===== config.mk =====
export PLATFORM = sky130hd
export DESIGN_NAME = serial_rx
export DESIGN_NICKNAME = d
export VERILOG_FILES = /design/src/rtl/serial_rx_pkg.sv /design/src/rtl/serial_rx_sync.sv /design/src/rtl/serial_rx.sv
export SDC_FILE = /design/constraint.sdc
export NUM_CORES = 1
export LEC_CHECK = 0
export ABC_AREA = 1
export BUFFER_PORTS_ARGS = -buffer_cell sky130_fd_sc_hd__buf_2
export CORE_MARGIN = 3
export CORE_UTILIZATION = 64
export DETAILED_ROUTE_END_ITERATION = 16
export GPL_ROUTABILITY_DRIVEN = 0
export PLACE_DENSITY = 0.8
export SLEW_MARGIN = 20
export SYNTH_ARGS = -nofsm -noshare
export SYNTH_HDL_FRONTEND = slang
export SYNTH_SLANG_ARGS = --single-unit

===== constraint.sdc =====
create_clock -name clk100 -period 2.5 [get_ports clk100]
set_input_delay 0.125 -clock clk100 [delete_from_list [all_inputs] [get_ports clk100]]
set_output_delay 0.125 -clock clk100 [all_outputs]
set_load 0.01 [all_outputs]

===== src/rtl/serial_rx_pkg.sv =====
// Shared definitions for the serial_rx UART receiver (8N1, LSB first).
// clock_frequency mirrors the board clock shared by the FPGA I/O test build.
// Optional feature macro: RX_MAJORITY_EN (2-of-3 majority sampling).
package serial_rx_pkg;

    // System clock feeding clk100, in Hz.
    localparam int clock_frequency = 100_000_000;

    // Receiver sequencing states.
    typedef enum logic [2:0] {
        S_IDLE,
        S_START,
        S_DATA,
        S_STOP,
        S_BREAK
    } rx_state_t;

    // 2-of-3 vote used to reject single-clock glitches on the line.
    function automatic logic maj3(input logic a, input logic b, input logic c);
        return (a & b) | (a & c) | (b & c);
    endfunction

endpackage


===== src/rtl/serial_rx_sync.sv =====
// Line front end for serial_rx: two-flop synchroniser on the asynchronous
// rx pin, plus a short history for majority voting when RX_MAJORITY_EN is
// defined. rx_s is the plain synchronised line (used for edge detection);
// rx_bit is the value the state machine takes at its sample points.
module rx_sync
    import serial_rx_pkg::*;
(
    input  logic clk100,
    input  logic reset,
    input  logic rx,
    input  logic sample,
    output logic rx_s,
    output logic rx_bit
);

    logic meta;

    // Two-flop synchroniser; both stages idle high so reset looks like a quiet line.
    always_ff @(posedge clk100) begin
        if (reset) begin
            meta <= 1'b1;
            rx_s <= 1'b1;
        end else begin
            meta <= rx;
            rx_s <= meta;
        end
    end

`ifdef RX_MAJORITY_EN
    logic [1:0] hist;

    // Two previous rx_s values; with the current one they form the vote window.
    always_ff @(posedge clk100) begin
        if (reset) begin
            hist <= 2'b11;
        end else begin
            hist <= {hist[0], rx_s};
        end
    end

    // The state machine samples one clock late in this build, so the window
    // is centred on the nominal sample point.
    assign rx_bit = maj3(rx_s, hist[0], hist[1]);
`else
    assign rx_bit = rx_s;
`endif

    // The vote is combinational, so the sample strobe is only informative here.
    logic unused_sample;
    assign unused_sample = sample;

endmodule


===== src/rtl/serial_rx.sv =====
// UART receiver, 8N1, LSB first, fixed baud rate. Deserialises into a
// one-character holding register with sticky ready/overrun/framing flags,
// all cleared by a single-cycle rx_ack.
// Optional feature macro: RX_MAJORITY_EN (2-of-3 majority sampling, sample
// points move one clock later).
module serial_rx
    import serial_rx_pkg::*;
#(
    parameter int baud_rate = 9600
) (
    input  logic       clk100,
    input  logic       reset,
    input  logic       rx,
    input  logic       rx_ack,
    output logic [7:0] rx_char,
    output logic       rx_ready,
    output logic       overrun,
    output logic       framing_err
);

    localparam int term_count = clock_frequency / baud_rate;
    localparam int half_count = term_count / 2;
    localparam int CNT_W      = $clog2(term_count);

`ifdef RX_MAJORITY_EN
    localparam int SAMPLE_SHIFT = 1;
`else
    localparam int SAMPLE_SHIFT = 0;
`endif

    // The counter is acted on when it reads 0, so loads are one less than
    // the distance to the next sample point.
    localparam logic [CNT_W-1:0] START_LOAD = CNT_W'(half_count - 1 + SAMPLE_SHIFT);
    localparam logic [CNT_W-1:0] BIT_LOAD   = CNT_W'(term_count - 1);
    localparam logic [CNT_W-1:0] CNT_ONE    = CNT_W'(1);

    rx_state_t        state, state_n;
    logic [CNT_W-1:0] cnt, cnt_n;
    logic [2:0]       idx, idx_n;
    logic [7:0]       shreg, shreg_n;
    logic [7:0]       char_n;
    logic             ready_n, ovr_n, ferr_n;
    logic             rx_s, rx_bit;
    logic             sample;

    assign sample = (cnt == '0) &&
                    (state == S_START || state == S_DATA || state == S_STOP);

    rx_sync u_sync (
        .clk100 (clk100),
        .reset  (reset),
        .rx     (rx),
        .sample (sample),
        .rx_s   (rx_s),
        .rx_bit (rx_bit)
    );

    // State, counter, shift register and flags.
    always_ff @(posedge clk100) begin
        if (reset) begin
            state       <= S_IDLE;
            cnt         <= '0;
            idx         <= '0;
            shreg       <= '0;
            rx_char     <= '0;
            rx_ready    <= 1'b0;
            overrun     <= 1'b0;
            framing_err <= 1'b0;
        end else begin
            state       <= state_n;
            cnt         <= cnt_n;
            idx         <= idx_n;
            shreg       <= shreg_n;
            rx_char     <= char_n;
            rx_ready    <= ready_n;
            overrun     <= ovr_n;
            framing_err <= ferr_n;
        end
    end

    // Next-state and datapath decisions; flag sets below override the ack clear.
    always_comb begin
        state_n = state;
        cnt_n   = cnt;
        idx_n   = idx;
        shreg_n = shreg;
        char_n  = rx_char;
        ready_n = rx_ready;
        ovr_n   = overrun;
        ferr_n  = framing_err;

        if (rx_ack) begin
            ready_n = 1'b0;
            ovr_n   = 1'b0;
            ferr_n  = 1'b0;
        end

        case (state)
            S_IDLE: begin
                if (!rx_s) begin
                    cnt_n   = START_LOAD;
                    state_n = S_START;
                end
            end
            S_START: begin
                if (cnt == '0) begin
                    if (!rx_bit) begin
                        cnt_n   = BIT_LOAD;
                        idx_n   = '0;
                        state_n = S_DATA;
                    end else begin
                        // Too short to be a start bit: treat as noise.
                        state_n = S_IDLE;
                    end
                end else begin
                    cnt_n = cnt - CNT_ONE;
                end
            end
            S_DATA: begin
                if (cnt == '0) begin
                    shreg_n = {rx_bit, shreg[7:1]};
                    cnt_n   = BIT_LOAD;
                    idx_n   = idx + 3'd1;
                    if (idx == 3'd7) begin
                        state_n = S_STOP;
                    end
                end else begin
                    cnt_n = cnt - CNT_ONE;
                end
            end
            S_STOP: begin
                if (cnt == '0) begin
                    if (rx_bit) begin
                        char_n  = shreg;
                        ready_n = 1'b1;
                        // An ack in this same cycle consumes the old character.
                        if (rx_ready && !rx_ack) begin
                            ovr_n = 1'b1;
                        end
                        state_n = S_IDLE;
                    end else begin
                        ferr_n  = 1'b1;
                        state_n = S_BREAK;
                    end
                end else begin
                    cnt_n = cnt - CNT_ONE;
                end
            end
            S_BREAK: begin
                // Hold off until the line returns high so a break is not
                // seen as a stream of start bits.
                if (rx_s) begin
                    state_n = S_IDLE;
                end
            end
            default: begin
                state_n = S_IDLE;
            end
        endcase
    end

endmodule


==> run_results.csv, run 1 <==
group,metric,value,unit
power,leakage,0.00103,uW
logic_synthesis,yosysTopAreaCell,"dfxtp_1",
layout,layout-drive-gt1-share,0.186,
placed_design,port_buffers,14,
sta,worst_slew_pin_slew,726,ps
power,finalPower,2300,uW
placed_design,dpl.hpwl,3120,um
route,via_per_inst,5.21,
grt,grt_max_degree,28,
sta,fin_worst_skew,10.6,ps
worst_setup_path,worstSetupEndpointType,"flop",
logic_synthesis,synth_fp_nets,300,
sta,drv_slew,0,
layout,layout_commonest_cell,"dfxtp_1",
sta,holdWs,120,ps
route,drcViolationCount,0,
cts,postCtsSetupBuffers,0,
sta,fin_crit_sh,0.771,
sta,setup_viol,0,
logic_synthesis,ys_seq_area_frac,0.390,
worst_setup_path,critPathKind,"flop to flop",
logic_synthesis,netlist_instances,292,
worst_setup_path,reg2reg_depth,10,
layout,fillers,278,
cts,clk_pin_slew_worst_paths,120,ps
worst_setup_path,cp_max_fo,17,
grt,grt_pass1_vias,1708,
layout,mostFrequentLayoutCells,"41 x dfxtp_1, 40 x nand2_1, 36 x inv_1, 35 x a21oi_1, 32 x nor2_1",
logic_synthesis,synth_area_leaders,"dfxtp_1 39%, a21oi_1 8.3%, nand2_1 7.1%",
sta,tns,0,ps
layout,finalNonFillerCells,355,
cts,clk_latency,350,ps
logic_synthesis,synth_top_family_by_area,"simple AND/OR/NAND/NOR gates",
layout,syn_to_final_growth,9.51,%
route,detail-route-antenna-nets,0,
hold_path,hold_path.class,"primary input to flop",
hold_path,whs_path_depth,2,
worst_setup_path,r2r_setup_slack,570,ps
sta,period_needed,1930,ps
floorplan,die_h,63.4,um
grt,antenna_found_initial,0,
logic_synthesis,synth_xor_area_frac,0.0291,
logic_synthesis,synth_seq_cells,41,
logic_synthesis,synthMuxAreaShare,0,
floorplan,coreArea,3100,um2
logic_synthesis,syn_area_per_cell,7.21,um2
cts,cts_root_buf,"clkbuf_4",
worst_setup_path,worst_setup_path_start_kind,"flop",
worst_setup_path,arrival,2160,ps
cts,htree_num_levels,2,
logic_synthesis,syn_area,2110,um2
worst_setup_path,rr_startpoint,"cnt[0]",
floorplan,num_rows,20,
status,status,"complete, no violations",
logic_synthesis,synth_compound_area_frac,0.182,
power,p_per_area,996,nW/um2
sta,fmaxAchievable,0.519,GHz
route,wl,4370,um
route,vias,1849,
grt,grt_pass1_wl,7600,um
sta,finalHoldViolCount,0,
power,ir_drop,866,uV
logic_synthesis,synth.top_cell.area_share,0.390,
sta,rsz0062_at_grt,"false",
grt,grt_overflow,0,
layout,antennaDiodeCount,0,
cts,numCtsBuffers,5,
route,wl_per_cell,12.3,um
floorplan,initial_core_util,0.679,
floorplan,ios,15,
hold_path,hp-start,"reset",
placed_design,dp.cells,345,
route,drt_iter0_drc,120,
floorplan,die_x,63.4,um
sta,relSlewSlack,0.516,
logic_synthesis,yosys_warnings,0,
hold_path,hold_path_end,"cnt[8]",
cts,clk_path_buf_depth,2,
floorplan,dieArea,4010,um2
run,cap_violations,0,
logic_synthesis,synth_fa_ha_area_frac,0.0238,
route,first_pass_iters,4,
logic_synthesis,yosys.area_share.simple,0.280,
layout,final_nets,318,
cts,cts_tree,"yes",
cts,clkSinkCount,41,
worst_setup_path,crit_required,2740,ps
logic_synthesis,synth_cell_types,30,
grt,track_usage,0.238,
worst_setup_path,r2r_end,"cnt[1]",
==> power by group <==
group | leakage [uW] | internal, uW | switching, uW
registers | 0.000333 | 722 | 79.4
logic | 0.000648 | 358 | 685
clock network | 0.0000445 | 238 | 216
total | 0.00103 | 1320 | 980
==> cell type report <==
cell class	instances	area, um2	share of cell area
Clock buffer	6	51.3	0.0222
Clock inverter	2	37.5	0.0163
Inverter	44	165	0.0716
Multi-Input combinational cell	202	1090	0.471
Sequential cell	41	821	0.356
Tap cell	44	55.1	0.0239
Timing Repair Buffer	16	90.1	0.0391
==> through the flow <==
| stage | setup WS (ps) | instance area, um2 | utilization |
|---|---|---|---|
| 2_1_floorplan | 965 | 2110 | - |
| 3_3_place_gp | 721 | 2200 | 0.708 |
| 3_5_place_dp | 654 | 2200 | 0.708 |
| 4_1_cts | 590 | 2310 | 0.743 |
| 5_1_grt | 417 | 2310 | 0.743 |
| 6_report | 572 | 2310 | 0.743 |
==> registers in the layout (all words and copies together) (netlist names) <==
register / count
cnt: 14
rx_char: 8
shreg: 8
idx: 3
state: 3
framing_err: 1
overrun: 1
rx_ready: 1
u_sync.meta: 1
u_sync.rx_bit: 1
==> how the worst max path moves through the flow <==
stage          startpoint  endpoint  slack (ps)  depth (start not counted)
2_1_floorplan      cnt[0]    cnt[8]         970                         10
5_1_grt            cnt[1]    cnt[1]         420                         10
4_1_cts            cnt[0]    cnt[1]         590                         10
6_report           cnt[0]    cnt[1]         570                         10
3_3_place_gp       cnt[0]    cnt[1]         720                         10
3_5_place_dp       cnt[0]    cnt[2]         650                         10
==> metal layers <==
metal	up-vias	global-route usage	part of all wire
li1	972	-	-
met1	821	0.327	0.48
met2	48	0.369	0.46
met3	8	0.0446	0.049
met4	0	0.0889	0.014
met5	-	0	0
==> cells by family after synthesis <==
logic type               count (synthesis)
AO/OA/AOI/OAI                           73
flip-flops                              41
XOR/XNOR                                 7
AND/OR/NAND/NOR                        118
adder cells (fa/ha/maj)                  4
buffers and inverters                   49
==> worst max-delay path, stage by stage (launching register included) <==
cell	delay, ps
dfxtp_1	340
inv_1	90
ha_1	230
nand3_1	130
nor2_4	60
nand3_2	110
nand2_2	70
nor2_4	350
inv_2	140
nor3_1	210
nor2_1	70
==> Yosys cell counts <==
cell type and count:
and2_1 1, or2_0 1, inv_2 8, clkbuf_1 2, or2_2 2, o2111ai_1 1, buf_1 1, a21oi_2 2
o21ai_1 18, a21oi_1 35, o21ai_2 2, xnor2_1 3, inv_1 36, nand4_1 1, nand3_2 3, nand2_2 5
nand2_4 1, o21ai_0 15, nor2_2 6, nor2_4 3, xor2_1 4, nor2_8 1, dfxtp_1 41, nand3_1 13
nand2_1 40, buf_6 2, nor3_1 6, nor2_1 32, ha_1 4, nor3_2 3
==> repair_timing <==
action / 4_1_cts / 5_1_grt
hold endpoints to repair: 2 / 0
gates resized for setup: 0 / 0
hold buffers: 2 / 0
setup endpoints to repair: 0 / 0
(Power assumes the default switching activity.)
==> run 2, diff against run 1 <==
--- a/config.mk
+++ b/config.mk
@@ -5,13 +5,13 @@
 export SDC_FILE = /design/constraint.sdc
 export NUM_CORES = 1
 export LEC_CHECK = 0
-export ABC_AREA = 1
+export ABC_AREA = 0
 export BUFFER_PORTS_ARGS = -buffer_cell sky130_fd_sc_hd__buf_2
 export CORE_MARGIN = 3
-export CORE_UTILIZATION = 64
+export CORE_UTILIZATION = 53
 export DETAILED_ROUTE_END_ITERATION = 16
 export GPL_ROUTABILITY_DRIVEN = 0
-export PLACE_DENSITY = 0.8
+export PLACE_DENSITY = 0.7
 export SLEW_MARGIN = 20
 export SYNTH_ARGS = -nofsm -noshare
 export SYNTH_HDL_FRONTEND = slang
==> constraint.sdc (replaced) <==
create_clock -name clk100 -period 1.6 [get_ports clk100]
set_input_delay 0.08 -clock clk100 [delete_from_list [all_inputs] [get_ports clk100]]
set_output_delay 0.08 -clock clk100 [all_outputs]
set_load 0.01 [all_outputs]
==> run_results.csv, run 2 <==
group,metric,value,unit
layout,mostFrequentLayoutCells,"49 x buf_4, 36 x dfxtp_1, 23 x nor2_1, 16 x a21oi_1, 16 x buf_6",
grt,busiest_layer,"met2",
floorplan,initial_core_util,0.556,
logic_synthesis,synth_fp_nets,243,
sta,worst_slew_pin_slew,527,ps
worst_setup_path,worst_setup_path_start_kind,"flop",
logic_synthesis,ys_seq_area_frac,0.398,
grt,grt_pass1_vias,1931,
sta,drv_slew,0,
sta,finalHoldViolCount,0,
logic_synthesis,async_flop_share,0,
layout,final_nets,321,
layout,syn_to_final_growth,51.2,%
worst_setup_path,critPathLaunch,"cnt[0]",
grt,track_usage,0.276,
worst_setup_path,r2r_end,"cnt[7]",
worst_setup_path,cp_max_fo,5,
power,ir_drop,882,uV
sta,fmaxAchievable,0.530,GHz
cts,clk_latency,310,ps
cts,clk_path_buf_depth,2,
route,via_per_inst,6.20,
sta,fin_crit_sh,1.18,
logic_synthesis,yosys_warnings,0,
cts,numCtsBuffers,5,
route,drt_iter0_drc,210,
route,vias,2243,
worst_setup_path,crit_end,"cnt[7]",
grt,met2_usage,0.423,
hold_path,whs_path_depth,2,
grt,grt_pass1_wl,9410,um
logic_synthesis,synth_area_leaders,"dfxtp_1 40%, a21oi_1 5.8%, nor2_1 4.9%",
floorplan,die_h,68.4,um
logic_synthesis,ys.flop_type,"dfxtp_1",
sta,period_needed,1890,ps
route,wl,6840,um
route,detail-route-antenna-nets,0,
layout,layout-drive-gt1-share,0.532,
worst_setup_path,critPathKind,"flop to flop",
layout,top_register,"cnt",
layout,finalNonFillerCells,362,
route,wl_per_cell,18.9,um
cts,clk_pin_slew_worst_paths,90,ps
logic_synthesis,synth_cell_types,55,
layout,layout_commonest_cell,"buf_4",
status,violations,"negative setup slack",
power,p_per_area,1020,nW/um2
placed_design,port_buffers,14,
power,finalPower,3170,uW
cts,clkSinkCount,41,
hold_path,hold_path.class,"primary input to flop",
grt,grt_max_degree,25,
placed_design,dpl.hpwl,3550,um
logic_synthesis,syn_area_per_cell,8.79,um2
grt,grt_util_met1,0.355,
sta,layout_setup_ws,-285,ps
logic_synthesis,syn_area,2060,um2
floorplan,ios,15,
worst_setup_path,worstSetupEndpointType,"flop",
logic_synthesis,synth.top_cell.area_share,0.398,
sta,holdWs,183,ps
layout,antennaDiodeCount,0,
floorplan,dieArea,4680,um2
layout,reg_top3,"cnt: 14 flops, rx_char: 8 flops, shreg: 8 flops",
power,leakage,0.00124,uW
logic_synthesis,netlist_instances,235,
logic_synthesis,synth_common_cells,"41 x dfxtp_1, 27 x nor2_1, 24 x a21oi_1, 21 x nand2_1, 11 x inv_1",
cts,cts_root_buf,"clkbuf_8",
cts,htree_num_levels,2,
worst_setup_path,reg2reg_depth,7,
logic_synthesis,synth_seq_cells,41,
sta,fin_worst_skew,12.7,ps
logic_synthesis,yosysMostFrequentCell,"dfxtp_1",
sta,tns,-8150,ps
sta,setup_viol,39,
route,first_pass_iters,5,
sta,rsz0062_at_grt,"true",
floorplan,die_x,68.4,um
worst_setup_path,rr_startpoint,"cnt[0]",
floorplan,coreArea,3720,um2
worst_setup_path,arrival,2110,ps
grt,globalRouteMet3Util,0.0788,
grt,grt_overflow,0,
worst_setup_path,r2r_setup_slack,-290,ps
cts,cts_tree,"yes",
grt,antenna_found_initial,0,
worst_setup_path,crit_required,1820,ps
run,cap_violations,0,
logic_synthesis,yosysTopAreaCell,"dfxtp_1",
layout,largest_reg_flops,14,
placed_design,dp.cells,333,
floorplan,num_rows,22,
status,status,"finished, violations left",
route,drcViolationCount,0,
sta,relSlewSlack,0.645,
logic_synthesis,synth_edf_count,0,
==> run 2: worst max-delay path, cell delays in order, from the launching register on <==
cell,delay (ps)
dfxtp_2,350
inv_4,80
ha_4,120
nor4b_4,310
nand4_4,210
nor3_4,330
o21ai_1,140
a211oi_1,250
==> run 2: cells by family after synthesis <==
kind of cell / Yosys count / synth area share
AO/OA/AOI/OAI: 60 / 0.185
flip-flops: 41 / 0.398
buffers and inverters: 26 / 0.0770
adder cells (fa/ha/maj): 4 / 0.0242
XOR/XNOR: 1 / 0.00424
multiplexers: 11 / 0.0539
AND/OR/NAND/NOR: 92 / 0.258
==> run 2: metal layers <==
metal	vias to the layer above	share of wire
met5	-	0
met4	0	0.050
met3	51	0.096
met2	161	0.45
met1	1033	0.40
li1	998	-
==> run 2: area by class of cell <==
cell class                 instances  area (um2)
fill                             178         596
sequential                        41         827
timing repair buffer              85         713
tap                               48        60.1
clock inverter                     1        8.76
multi-input combinational        169        1370
clock buffer                       7        96.3
inverter                          11        46.3
==> run 2: worst min path at each step <==
stage,start,to,slack [ps]
detailed placement,rx,u_sync.meta,270
global placement,rx,u_sync.meta,260
CTS,reset,framing_err,190
floorplan,rx_ack,overrun,160
finish,reset,framing_err,180
global route,reset,framing_err,200
==> run 2: metrics by stage <==
step / setup slack [ps] / instance area, um2 / util
floorplan: -163 / 2120 / -
global placement: -165 / 2520 / 0.677
detailed placement: -248 / 2520 / 0.677
CTS: -177 / 2930 / 0.787
global route: -366 / 3120 / 0.840
finish: -285 / 3120 / 0.840
==> run 2: power breakdown <==
part | leakage, uW | internal, uW | switching [uW]
sequential | 0.000335 | 1060 | 48.1
clock | 0.0000549 | 399 | 404
combinational | 0.000854 | 644 | 614
==> run 2: timing repair <==
item	in CTS	in global routing
cloned	1	1
setup buffers	9	8
endpoints found under the setup margin	38	39
resized for setup	47	37
hold endpoints to repair	2	0
pin swaps	13	25
hold buffers	2	0
==> run 3, diff against run 2 <==
--- a/config.mk
+++ b/config.mk
@@ -8,10 +8,10 @@
 export ABC_AREA = 0
 export BUFFER_PORTS_ARGS = -buffer_cell sky130_fd_sc_hd__buf_2
 export CORE_MARGIN = 3
-export CORE_UTILIZATION = 53
+export CORE_UTILIZATION = 45
 export DETAILED_ROUTE_END_ITERATION = 16
 export GPL_ROUTABILITY_DRIVEN = 0
-export PLACE_DENSITY = 0.7
+export PLACE_DENSITY = 0.61
 export SLEW_MARGIN = 20
 export SYNTH_ARGS = -nofsm -noshare
 export SYNTH_HDL_FRONTEND = slang
==> constraint.sdc (replaced) <==
create_clock -name clk100 -period 1.7 [get_ports clk100]
set_input_delay 0.085 -clock clk100 [delete_from_list [all_inputs] [get_ports clk100]]
set_output_delay 0.085 -clock clk100 [all_outputs]
set_load 0.01 [all_outputs]
==> run_results.csv, run 3 (synthesis gave the netlist of run 2 again) <==
group,metric,value,unit
status,status,"finished, violations left",
status,violations,"negative setup slack",
route,drt_iter0_drc,105,
cts,cts_root_buf,"clkbuf_8",
worst_setup_path,worstSetupEndpointType,"flop",
route,wl,5210,um
power,finalPower,2730,uW
route,first_pass_iters,4,
placed_design,dpl.hpwl,3450,um
floorplan,coreArea,4380,um2
power,leakage,0.00116,uW
run,cap_violations,0,
route,wl_per_cell,14.6,um
worst_setup_path,arrival,2080,ps
power,p_per_area,939,nW/um2
sta,worst_slew_pin_slew,397,ps
cts,htree_num_levels,2,
sta,finalHoldViolCount,0,
layout,syn_to_final_growth,41.0,%
placed_design,dpl_cell_area,2470,um2
layout,final_nets,313,
sta,period_needed,1870,ps
route,via_per_inst,5.51,
sta,tns,-2290,ps
worst_setup_path,crit_required,1920,ps
grt,track_usage,0.218,
floorplan,die_h,73.7,um
power,ir_drop,586,uV
layout,mostFrequentLayoutCells,"47 x buf_4, 36 x dfxtp_1, 24 x nor2_1, 15 x a21oi_1",
sta,setup_viol,34,
floorplan,ios,15,
worst_setup_path,critPathKind,"flop to flop",
sta,drv_slew,0,
sta,rsz0062_at_grt,"true",
floorplan,die_x,73.7,um
sta,fin_worst_skew,7.45,ps
sta,fmaxAchievable,0.536,GHz
hold_path,hold_path.class,"primary input to flop",
placed_design,port_buffers,14,
layout,final_area,2910,um2
cts,numCtsBuffers,5,
floorplan,num_rows,24,
layout,largest_reg_flops,14,
cts,cts_tree,"yes",
grt,grt_overflow,0,
grt,antenna_found_initial,0,
sta,holdWs,101,ps
grt,grt_pass1_wl,9020,um
layout,antennaDiodeCount,0,
layout,reg_top3,"cnt: 14 flops, rx_char: 8 flops, shreg: 8 flops",
grt,grt_pass1_vias,1891,
sta,relSlewSlack,0.734,
route,vias,1974,
layout,finalNonFillerCells,358,
layout,layout-drive-gt1-share,0.474,
worst_setup_path,worst_setup_path_start_kind,"flop",
route,detail-route-antenna-nets,0,
floorplan,initial_core_util,0.471,
worst_setup_path,cp_max_fo,3,
layout,layout_commonest_cell,"buf_4",
cts,clk_latency,300,ps
sta,layout_setup_ws,-167,ps
route,drcViolationCount,0,
grt,grt_max_degree,31,
cts,clk_path_buf_depth,2,
cts,clkSinkCount,41,
floorplan,dieArea,5440,um2
sta,fin_crit_sh,1.10,
layout,fillers,362,
cts,clk_pin_slew_worst_paths,80,ps
placed_design,dp.cells,336,
layout,top_register,"cnt",
run 3: cell types whose count changed in the layout (fill, tap and decap cells not counted), moves of 2 or more:
cell     before  now
buf_4        49   47
nand2_1      10   13
nor4_1        1    3
buf_12        3    0
nand2_4       3    0
nor3_1        6    9
nor3_2        4    0
o21ai_0       2    5
inv_4         2    0
buf_6        16   14
nor4_2        3    1
inv_2         0    2
o21ai_2       3    1
run 3: worst paths after layout:
path	from	to	slack [ps]	cells past startpoint
setup / recovery	cnt[3]	cnt[13]	-170	6
hold / removal	reset	framing_err	100	2
setup reg to reg	cnt[3]	cnt[13]	-170	6
hold reg to reg	u_sync.meta	u_sync.rx_bit	420	1
run 3: metrics by stage:
stage,util,setup slack (ps)
6_report,0.664,-167
5_1_grt,0.664,-272
4_1_cts,0.655,-149
3_5_place_dp,0.563,-147
3_3_place_gp,0.563,-142
2_1_floorplan,-,-63.7
run 3: power breakdown:
group          internal, uW  total [uW]  leakage, uW  switching [uW]
combinational           535        1020     0.000769             480
sequential             1000        1030     0.000335            32.0
clock                   329         683    0.0000512             354
run 3: worst max-delay path: stages (launching register included):
cell and delay, ps:
dfxtp_2 330, buf_6 110, or4_4 570, nor4_4 310, and2_4 220, o21ai_2 60
a221oi_2 190
run 3: what timing repair did:
item                       4_1_cts  5_1_grt
pin swaps                       43        7
gates cloned                     1        0
setup endpoints to repair       38       39
hold endpoints to repair         2        0
resized for setup               57        8
setup buffers                   12        0
hold buffers                     2        0
run 3: area by class of cell:
cell class,count,area [um2],share of cell area
clock buffers,6,82.6,0.0284
clock inverters,2,13.8,0.00473
inverters,11,41.3,0.0142
multi-input cells,169,1280,0.440
flip-flops and latches,41,827,0.284
well taps,52,65.1,0.0224
repair buffers,77,601,0.206
run 3: routing by layer:
layer  vias to the layer above  track usage  routed length [um]
li1                        981            -                   -
met1                       941        0.262                2260
met2                        35        0.364                2560
met3                        17       0.0451                 183
met4                         0        0.109                 201
met5                         -            0                   0
